===== src/rtl/cvxif_delay_alu_pkg.sv =====
// Shared ALU op encoding and default geometry for the delayed-ALU coprocessor slice.
// No logic of its own; latency/backpressure are properties of the modules that import it.
package cvxif_delay_alu_pkg;

  typedef enum logic [1:0] {
    OP_XOR = 2'b00,
    OP_AND = 2'b01,
    OP_OR  = 2'b10,
    OP_ADD = 2'b11
  } alu_op_e;

  localparam int unsigned DEF_WIDTH = 32;
  localparam int unsigned DEF_DEPTH = 1;
  localparam int unsigned DEF_ID_W  = 3;

endpackage


===== src/rtl/cvxif_delay_alu_stage.sv =====
// One elastic pipeline register (valid, data, tag); one cycle per stage.
// Captures upstream whenever load_rdy is high (empty or draining), otherwise holds.
module cvxif_delay_alu_stage
  import cvxif_delay_alu_pkg::*;
#(
  parameter int unsigned WIDTH = DEF_WIDTH,
  parameter int unsigned ID_W  = DEF_ID_W
) (
  input  logic             clk_i,
  input  logic             rst_i,
  input  logic             flush_i,
  input  logic             load_rdy,
  input  logic             in_vld,
  input  logic [WIDTH-1:0] in_dat,
  input  logic [ID_W-1:0]  in_id,
  output logic             out_vld,
  output logic [WIDTH-1:0] out_dat,
  output logic [ID_W-1:0]  out_id
);

  always_ff @(posedge clk_i or posedge rst_i) begin
    if (rst_i) begin
      out_vld <= 1'b0;
      out_dat <= '0;
      out_id  <= '0;
    end else begin
      if (flush_i) begin
        out_vld <= 1'b0;
      end else if (load_rdy) begin
        out_vld <= in_vld;
      end
      // Bubbles leave the payload untouched to avoid needless toggling.
      if (load_rdy && in_vld) begin
        out_dat <= in_dat;
        out_id  <= in_id;
      end
    end
  end

endmodule


===== src/rtl/cvxif_delay_alu.sv =====
// Tagged XOR/AND/OR/ADD unit behind a DEPTH-stage elastic pipeline; DEPTH cycles latency.
// Valid/ready at both ends, bubble-free; a full stalled pipeline drops in_ready_o, flush kills all.
module cvxif_delay_alu
  import cvxif_delay_alu_pkg::*;
#(
  parameter int unsigned WIDTH = DEF_WIDTH,
  parameter int unsigned DEPTH = DEF_DEPTH,
  parameter int unsigned ID_W  = DEF_ID_W
) (
  input  logic                       clk_i,
  input  logic                       rst_i,
  input  logic                       flush_i,
  input  logic                       in_valid_i,
  output logic                       in_ready_o,
  input  logic [1:0]                 op_i,
  input  logic [WIDTH-1:0]           rs1_i,
  input  logic [WIDTH-1:0]           rs2_i,
  input  logic [ID_W-1:0]            id_i,
  output logic                       out_valid_o,
  input  logic                       out_ready_i,
  output logic [WIDTH-1:0]           result_o,
  output logic [ID_W-1:0]            id_o,
  output logic [$clog2(DEPTH+1)-1:0] inflight_o
);

  localparam int unsigned CNT_W = $clog2(DEPTH + 1);

  logic [DEPTH-1:0] stg_vld;
  logic [DEPTH-1:0] stg_rdy;
  logic [WIDTH-1:0] stg_dat [DEPTH];
  logic [ID_W-1:0]  stg_id  [DEPTH];
  logic [WIDTH-1:0] alu_dat;
  logic             in_acc;
  logic [CNT_W-1:0] vld_cnt;

  always_comb begin
    alu_dat = '0;
    case (alu_op_e'(op_i))
      OP_XOR: alu_dat = rs1_i ^ rs2_i;
      OP_AND: alu_dat = rs1_i & rs2_i;
      OP_OR:  alu_dat = rs1_i | rs2_i;
      OP_ADD: alu_dat = rs1_i + rs2_i;
      default: alu_dat = '0;
    endcase
  end

  // A stage may load when any stage at or after it is empty, or the consumer drains the tail;
  // evaluated from registered valids so no ready chain ripples through the stages.
  always_comb begin
    for (int k = 0; k < DEPTH; k++) begin
      stg_rdy[k] = out_ready_i;
      for (int j = k; j < DEPTH; j++) begin
        if (!stg_vld[j]) stg_rdy[k] = 1'b1;
      end
    end
  end

  assign in_ready_o = stg_rdy[0] & ~flush_i & ~rst_i;
  assign in_acc     = in_valid_i & in_ready_o;

  for (genvar k = 0; k < DEPTH; k++) begin : g_stage
    logic             up_vld;
    logic [WIDTH-1:0] up_dat;
    logic [ID_W-1:0]  up_id;

    if (k == 0) begin : g_head
      assign up_vld = in_acc;
      assign up_dat = alu_dat;
      assign up_id  = id_i;
    end else begin : g_body
      assign up_vld = stg_vld[k-1];
      assign up_dat = stg_dat[k-1];
      assign up_id  = stg_id[k-1];
    end

    cvxif_delay_alu_stage #(
      .WIDTH (WIDTH),
      .ID_W  (ID_W)
    ) u_stage (
      .clk_i    (clk_i),
      .rst_i    (rst_i),
      .flush_i  (flush_i),
      .load_rdy (stg_rdy[k]),
      .in_vld   (up_vld),
      .in_dat   (up_dat),
      .in_id    (up_id),
      .out_vld  (stg_vld[k]),
      .out_dat  (stg_dat[k]),
      .out_id   (stg_id[k])
    );
  end

  always_comb begin
    vld_cnt = '0;
    for (int k = 0; k < DEPTH; k++) begin
      vld_cnt = vld_cnt + CNT_W'(stg_vld[k]);
    end
  end

  assign inflight_o  = vld_cnt;
  assign out_valid_o = stg_vld[DEPTH-1];
  assign result_o    = out_valid_o ? stg_dat[DEPTH-1] : '0;
  assign id_o        = out_valid_o ? stg_id[DEPTH-1] : '0;

endmodule


===== config.mk =====
export PLATFORM = sky130hd
export DESIGN_NAME = cvxif_delay_alu
export DESIGN_NICKNAME = d
export VERILOG_FILES = /design/src/rtl/cvxif_delay_alu_pkg.sv /design/src/rtl/cvxif_delay_alu_stage.sv /design/src/rtl/cvxif_delay_alu.sv
export SDC_FILE = /design/constraint.sdc
export NUM_CORES = 1
export LEC_CHECK = 0
export ABC_AREA = 1
export BUFFER_PORTS_ARGS = -buffer_cell sky130_fd_sc_hd__buf_4
export CAP_MARGIN = 20
export CORE_ASPECT_RATIO = 0.6
export CORE_MARGIN = 8
export CORE_UTILIZATION = 54
export DETAILED_ROUTE_END_ITERATION = 10
export MAX_ROUTING_LAYER = met4
export PLACE_DENSITY = 0.89
export REMOVE_ABC_BUFFERS = 1
export SLEW_MARGIN = 20
export SYNTH_ARGS = -nofsm -noshare
export SYNTH_HDL_FRONTEND = slang
export SYNTH_SLANG_ARGS = --single-unit

===== constraint.sdc =====
create_clock -name clk_i -period 2.4 [get_ports clk_i]
set_input_delay 0.36 -clock clk_i [delete_from_list [all_inputs] [get_ports clk_i]]
set_output_delay 0.36 -clock clk_i [all_outputs]
set_load 0.1 [all_outputs]

==> report_table.html <==
<table>
<tr><th>Metric</th><th>Value</th></tr>
<tr><th colspan="2">Outcome</th></tr>
<tr><td>Status</td><td>finished, final reports clean</td></tr>
<tr><th colspan="2">Yosys</th></tr>
<tr><td>Netlist area before placement</td><td>5600 µm²</td></tr>
<tr><td>Share of Yosys cell area claimed by the top area cell type</td><td>between 20% and 30%</td></tr>
<tr><td>Avg Inst Size Synth</td><td>between 5 and 6 µm²</td></tr>
<tr><td>Post-synth top area cell</td><td>nand2_1</td></tr>
<tr><td>Number of warnings printed during yosys synthesis</td><td>0</td></tr>
<tr><td>Proportion of register bits with asynchronous set or reset after synthesis</td><td>100%</td></tr>
<tr><td>Number of synthesized register bits</td><td>36</td></tr>
<tr><td>Cells taking the most area after synthesis</td><td>nand2_1 (25%), dfrtp_1 (16%), inv_1 (15%)</td></tr>
<tr><td>Post-synthesis cell type count</td><td>41</td></tr>
<tr><td>Post-Syn Instances</td><td>between 1000 and 1500</td></tr>
<tr><td>Most used DFF post-synth</td><td>dfrtp_1</td></tr>
<tr><td>Sequential cell area fraction in the yosys report</td><td>between 15 and 20%</td></tr>
<tr><td>Number of synthesized flops with an enable pin</td><td>0</td></tr>
<tr><th colspan="2">Place</th></tr>
<tr><td>Final HPWL from detailed placement</td><td>around 16000 µm</td></tr>
<tr><td>Gpl congestion</td><td>between 0.9 and 1</td></tr>
<tr><td>Number of cells in the design after placement</td><td>~1200</td></tr>
<tr><td>Port Buffer Count</td><td>111</td></tr>
<tr><th colspan="2">CTS</th></tr>
<tr><td>Number of buffers on the longest clock path</td><td>2</td></tr>
<tr><td>TritonCTS clock tree</td><td>done</td></tr>
<tr><td>Clock tree root driver cell</td><td>clkbuf_16</td></tr>
<tr><td>Setup Fix Bufs, Post-CTS</td><td>0</td></tr>
<tr><td>Later-pin clock latency in the skew report</td><td>roughly 270 ps</td></tr>
<tr><td>CTS clk-pin slew, worst paths</td><td>around 50 ps</td></tr>
<tr><td>Post-CTS sizing</td><td>0</td></tr>
<tr><td>TritonCTS Sinks</td><td>36</td></tr>
<tr><td># hold bufs at CTS</td><td>0</td></tr>
<tr><td>CTS Buf Count</td><td>5</td></tr>
<tr><td>Clock H-tree levels</td><td>2</td></tr>
<tr><th colspan="2">Floorplan</th></tr>
<tr><td>Core Footprint</td><td>9980 µm²</td></tr>
<tr><td>Die X</td><td>about 150 µm</td></tr>
<tr><td>Starting density of the core</td><td>a little under three fifths</td></tr>
<tr><td>Ports placed on the boundary</td><td>112</td></tr>
<tr><td>Die Footprint</td><td>~14000 µm²</td></tr>
<tr><td>Cell row count</td><td>28</td></tr>
<tr><td>Chip height</td><td>between 90 and 100 µm</td></tr>
<tr><th colspan="2">STA</th></tr>
<tr><td>Clock period minus worst slack</td><td>2000 ps</td></tr>
<tr><td>Top achievable clock speed</td><td>500 MHz</td></tr>
<tr><td>Setup_tns</td><td>0 ps</td></tr>
<tr><td>Endpoints failing setup</td><td>0</td></tr>
<tr><td>Slew @ Worst Pin</td><td>roughly 540 ps</td></tr>
<tr><td>Worst Skew</td><td>about 4.3 ps</td></tr>
<tr><td>Final clock period utilization by the worst path</td><td>a little over four fifths</td></tr>
<tr><td>Worst-case headroom to the max-slew limit</td><td>between 60% and 70%</td></tr>
<tr><td>Fin. Hold Viols</td><td>0</td></tr>
<tr><td>Hold Slack</td><td>roughly 200 ps</td></tr>
<tr><td>Final max-slew violation count</td><td>0</td></tr>
<tr><td>Unrepaired setup endpoints after global routing</td><td>false</td></tr>
<tr><th colspan="2">Final layout</th></tr>
<tr><td>Total Nets Final</td><td>about 1300</td></tr>
<tr><td>Non-filler cells, final</td><td>1247</td></tr>
<tr><td>Commonest non-fill, non-tap cells in the layout</td><td>nand2_1 (377), inv_1 (219), buf_4 (123)</td></tr>
<tr><td>Area Overhead vs Synth</td><td>19.7%</td></tr>
<tr><td>Most frequent standard cell in the layout excluding fill and tap cells</td><td>nand2_1</td></tr>
<tr><td>N_diodes</td><td>0</td></tr>
<tr><td>Post-layout utilization of the core</td><td>about two thirds</td></tr>
<tr><td>Fraction of final layout cells sized beyond drive strength 1</td><td>between 10% and 20%</td></tr>
<tr><th colspan="2">Global routing</th></tr>
<tr><td>Via count of the first global-routing pass</td><td>roughly 6000</td></tr>
<tr><td>Global-route congestion overflow total</td><td>0</td></tr>
<tr><td>Number of antenna violations at the first check in global routing</td><td>0</td></tr>
<tr><td>Aggregate global-route resource usage</td><td>28.2%</td></tr>
<tr><td>Wire length of the first global-routing pass</td><td>approximately 31000 µm</td></tr>
<tr><td>Maximum number of pins on one net before global-route repair</td><td>37</td></tr>
<tr><th colspan="2">Pwr</th></tr>
<tr><td>Leakage power summed over all cells</td><td>4.44 nW</td></tr>
<tr><td>Post-route total power</td><td>approximately 3.0 mW</td></tr>
<tr><td>Ratio of total power to cell area</td><td>roughly 450 nW/µm²</td></tr>
<tr><td>Maximum VDD drop</td><td>0.000336 V</td></tr>
<tr><th colspan="2">Worst setup path</th></tr>
<tr><td>Register-to-Register Setup Slack</td><td>920 ps</td></tr>
<tr><td>Crit. Startpoint</td><td>rs1_i[1]</td></tr>
<tr><td>Endpoint of the lowest-slack register-to-register path</td><td>g_stage[0].u_stage.out_dat[24]</td></tr>
<tr><td>CP Cell Sequence</td><td>buf_4 -&gt; inv_1 -&gt; ha_1 -&gt; nand2_1 -&gt; nand2_1 -&gt; nand2_1 -&gt; nand2_2 -&gt; nand2_1 -&gt; nand3_2 -&gt; nand2_1 -&gt; nor3b_1 -&gt; o21ai_1 -&gt; nand2_1</td></tr>
<tr><td>Nature of the critical path startpoint</td><td>input pin</td></tr>
<tr><td>Cell repeated most along the worst path</td><td>nand2_1</td></tr>
<tr><td>Largest fanout of any net on the critical path</td><td>5</td></tr>
<tr><td>Required time worst endpoint</td><td>approximately 2600 ps</td></tr>
<tr><td>Critical Path Max Stage Delay</td><td>about 420 ps</td></tr>
<tr><td>Termination of the worst setup path</td><td>g_stage[0].u_stage.out_dat[12]</td></tr>
<tr><td>Crit Path Class</td><td>input pin to flip-flop</td></tr>
<tr><td>Depth of the most critical reg-to-reg path</td><td>8</td></tr>
<tr><td>Critical Path AT</td><td>2210 ps</td></tr>
<tr><td>Reg-to-reg startpoint</td><td>g_stage[0].u_stage.out_vld</td></tr>
<tr><td>Cell type of the slowest stage on the worst timing path</td><td>nor3b_1</td></tr>
<tr><td>Crit end category</td><td>flip-flop</td></tr>
<tr><th colspan="2">Hold path</th></tr>
<tr><td>Type of the most critical hold path</td><td>input pin to asynchronous set/reset pin</td></tr>
<tr><th colspan="2">Drt</th></tr>
<tr><td>Average wire length per cell after detail routing</td><td>15.4 µm</td></tr>
<tr><td>DR iter-0 viols</td><td>~710</td></tr>
<tr><td>Drt pass-1 iters</td><td>6</td></tr>
<tr><td>Number of vias in the routed layout</td><td>between 6000 and 7000</td></tr>
<tr><td>Avg Vias per Cell</td><td>between 5 and 6</td></tr>
<tr><td>DRT antenna net count</td><td>0</td></tr>
<tr><td>DRT Wirelength</td><td>19200 µm</td></tr>
<tr><td>DRC</td><td>0</td></tr>
<tr><th colspan="2">Run</th></tr>
<tr><td>Maximum capacitance violations</td><td>0</td></tr>
</table>
## state kept, by name, summed over array words and instances, names as in the netlist
| name | count |
|---|---|
| g_stage.u_stage.out_dat | 32 |
| g_stage.u_stage.out_id | 3 |
| g_stage.u_stage.out_vld | 1 |
## critical path, delay by kind of cell
kind	cells	cell delay, ps
AO/OA/AOI/OAI	1	140
adder cells (fa/ha/maj)	1	350
buffers and inverters	2	130
AND/OR/NAND/NOR	9	1230
## cell usage after synthesis, types with 2 or more instances
cell type  count
o211ai_1       5
nor2_1        69
clkbuf_8       2
ha_1          65
dfrtp_1       36
a211oi_1       2
o21ai_1       10
or2_2          2
nand3_1       45
o22ai_1       15
nor3_2         3
buf_1          3
o21bai_1       3
nor2_4         2
buf_4          2
nor2_2         4
inv_1        219
buf_2         10
nand2_1      378
nand2_2       15
or2_1          3
a21oi_1       52
nand3_2        3
o221ai_1       6
inv_2         15
nand4_1        4
o21ai_0       15
clkbuf_1       3
## cell families after synthesis
family / count (synthesis) / synth area share, %
adders and majority gates: 65 / 14.5
AOI/OAI and AO/OA: 113 / 11.7
and+or+nand+nor: 531 / 39.1
DFF: 36 / 16.1
buffers and inverters: 259 / 18.6
## layout make-up
class / instances / area [µm²]
Inverter: 236 / 891
Clock buffer: 6 / 129
Multi-Input combinational cell: 709 / 3660
Fill cell: 941 / 3280
Timing Repair Buffer: 123 / 923
Sequential cell: 36 / 901
Clock inverter: 2 / 35.0
Tap cell: 135 / 169
## per-layer routing
layer | routed length, µm | GRT usage (%)
met5 | 0 | -
met4 | 127 | 3.12
met3 | 2490 | 6.69
met2 | 6890 | 37.4
met1 | 9670 | 42.4
## how the worst min path moves through the flow
| stage | startpoint | cells past startpoint | slack (ps) | to |
|---|---|---|---|---|
| global placement | g_stage[0].u_stage.out_id[1] | 2 | 460 | g_stage[0].u_stage.out_id[1] |
| global route | rst_i | 3 | 250 | g_stage[0].u_stage.out_dat[25] |
| CTS | rst_i | 3 | 220 | g_stage[0].u_stage.out_dat[25] |
| floorplan | flush_i | 1 | 450 | g_stage[0].u_stage.out_vld |
| finish | rst_i | 3 | 210 | g_stage[0].u_stage.out_dat[17] |
| detailed placement | g_stage[0].u_stage.out_dat[29] | 2 | 470 | g_stage[0].u_stage.out_dat[29] |
## through the flow
stage | area, µm² | setup WS, ps
CTS | 6710 | 505
floorplan | 5450 | -2440
global placement | 6550 | 260
detailed placement | 6550 | 243
finish | 6710 | 401
global route | 6710 | 277
## power by group
| group | total [mW] | internal [mW] | switching (mW) |
|---|---|---|---|
| Combinational | 1.49 | 0.466 | 1.02 |
| Clock | 0.718 | 0.488 | 0.231 |
| Sequential | 0.806 | 0.732 | 0.0748 |
No activity file was read; power rests on OpenSTA's default activity.
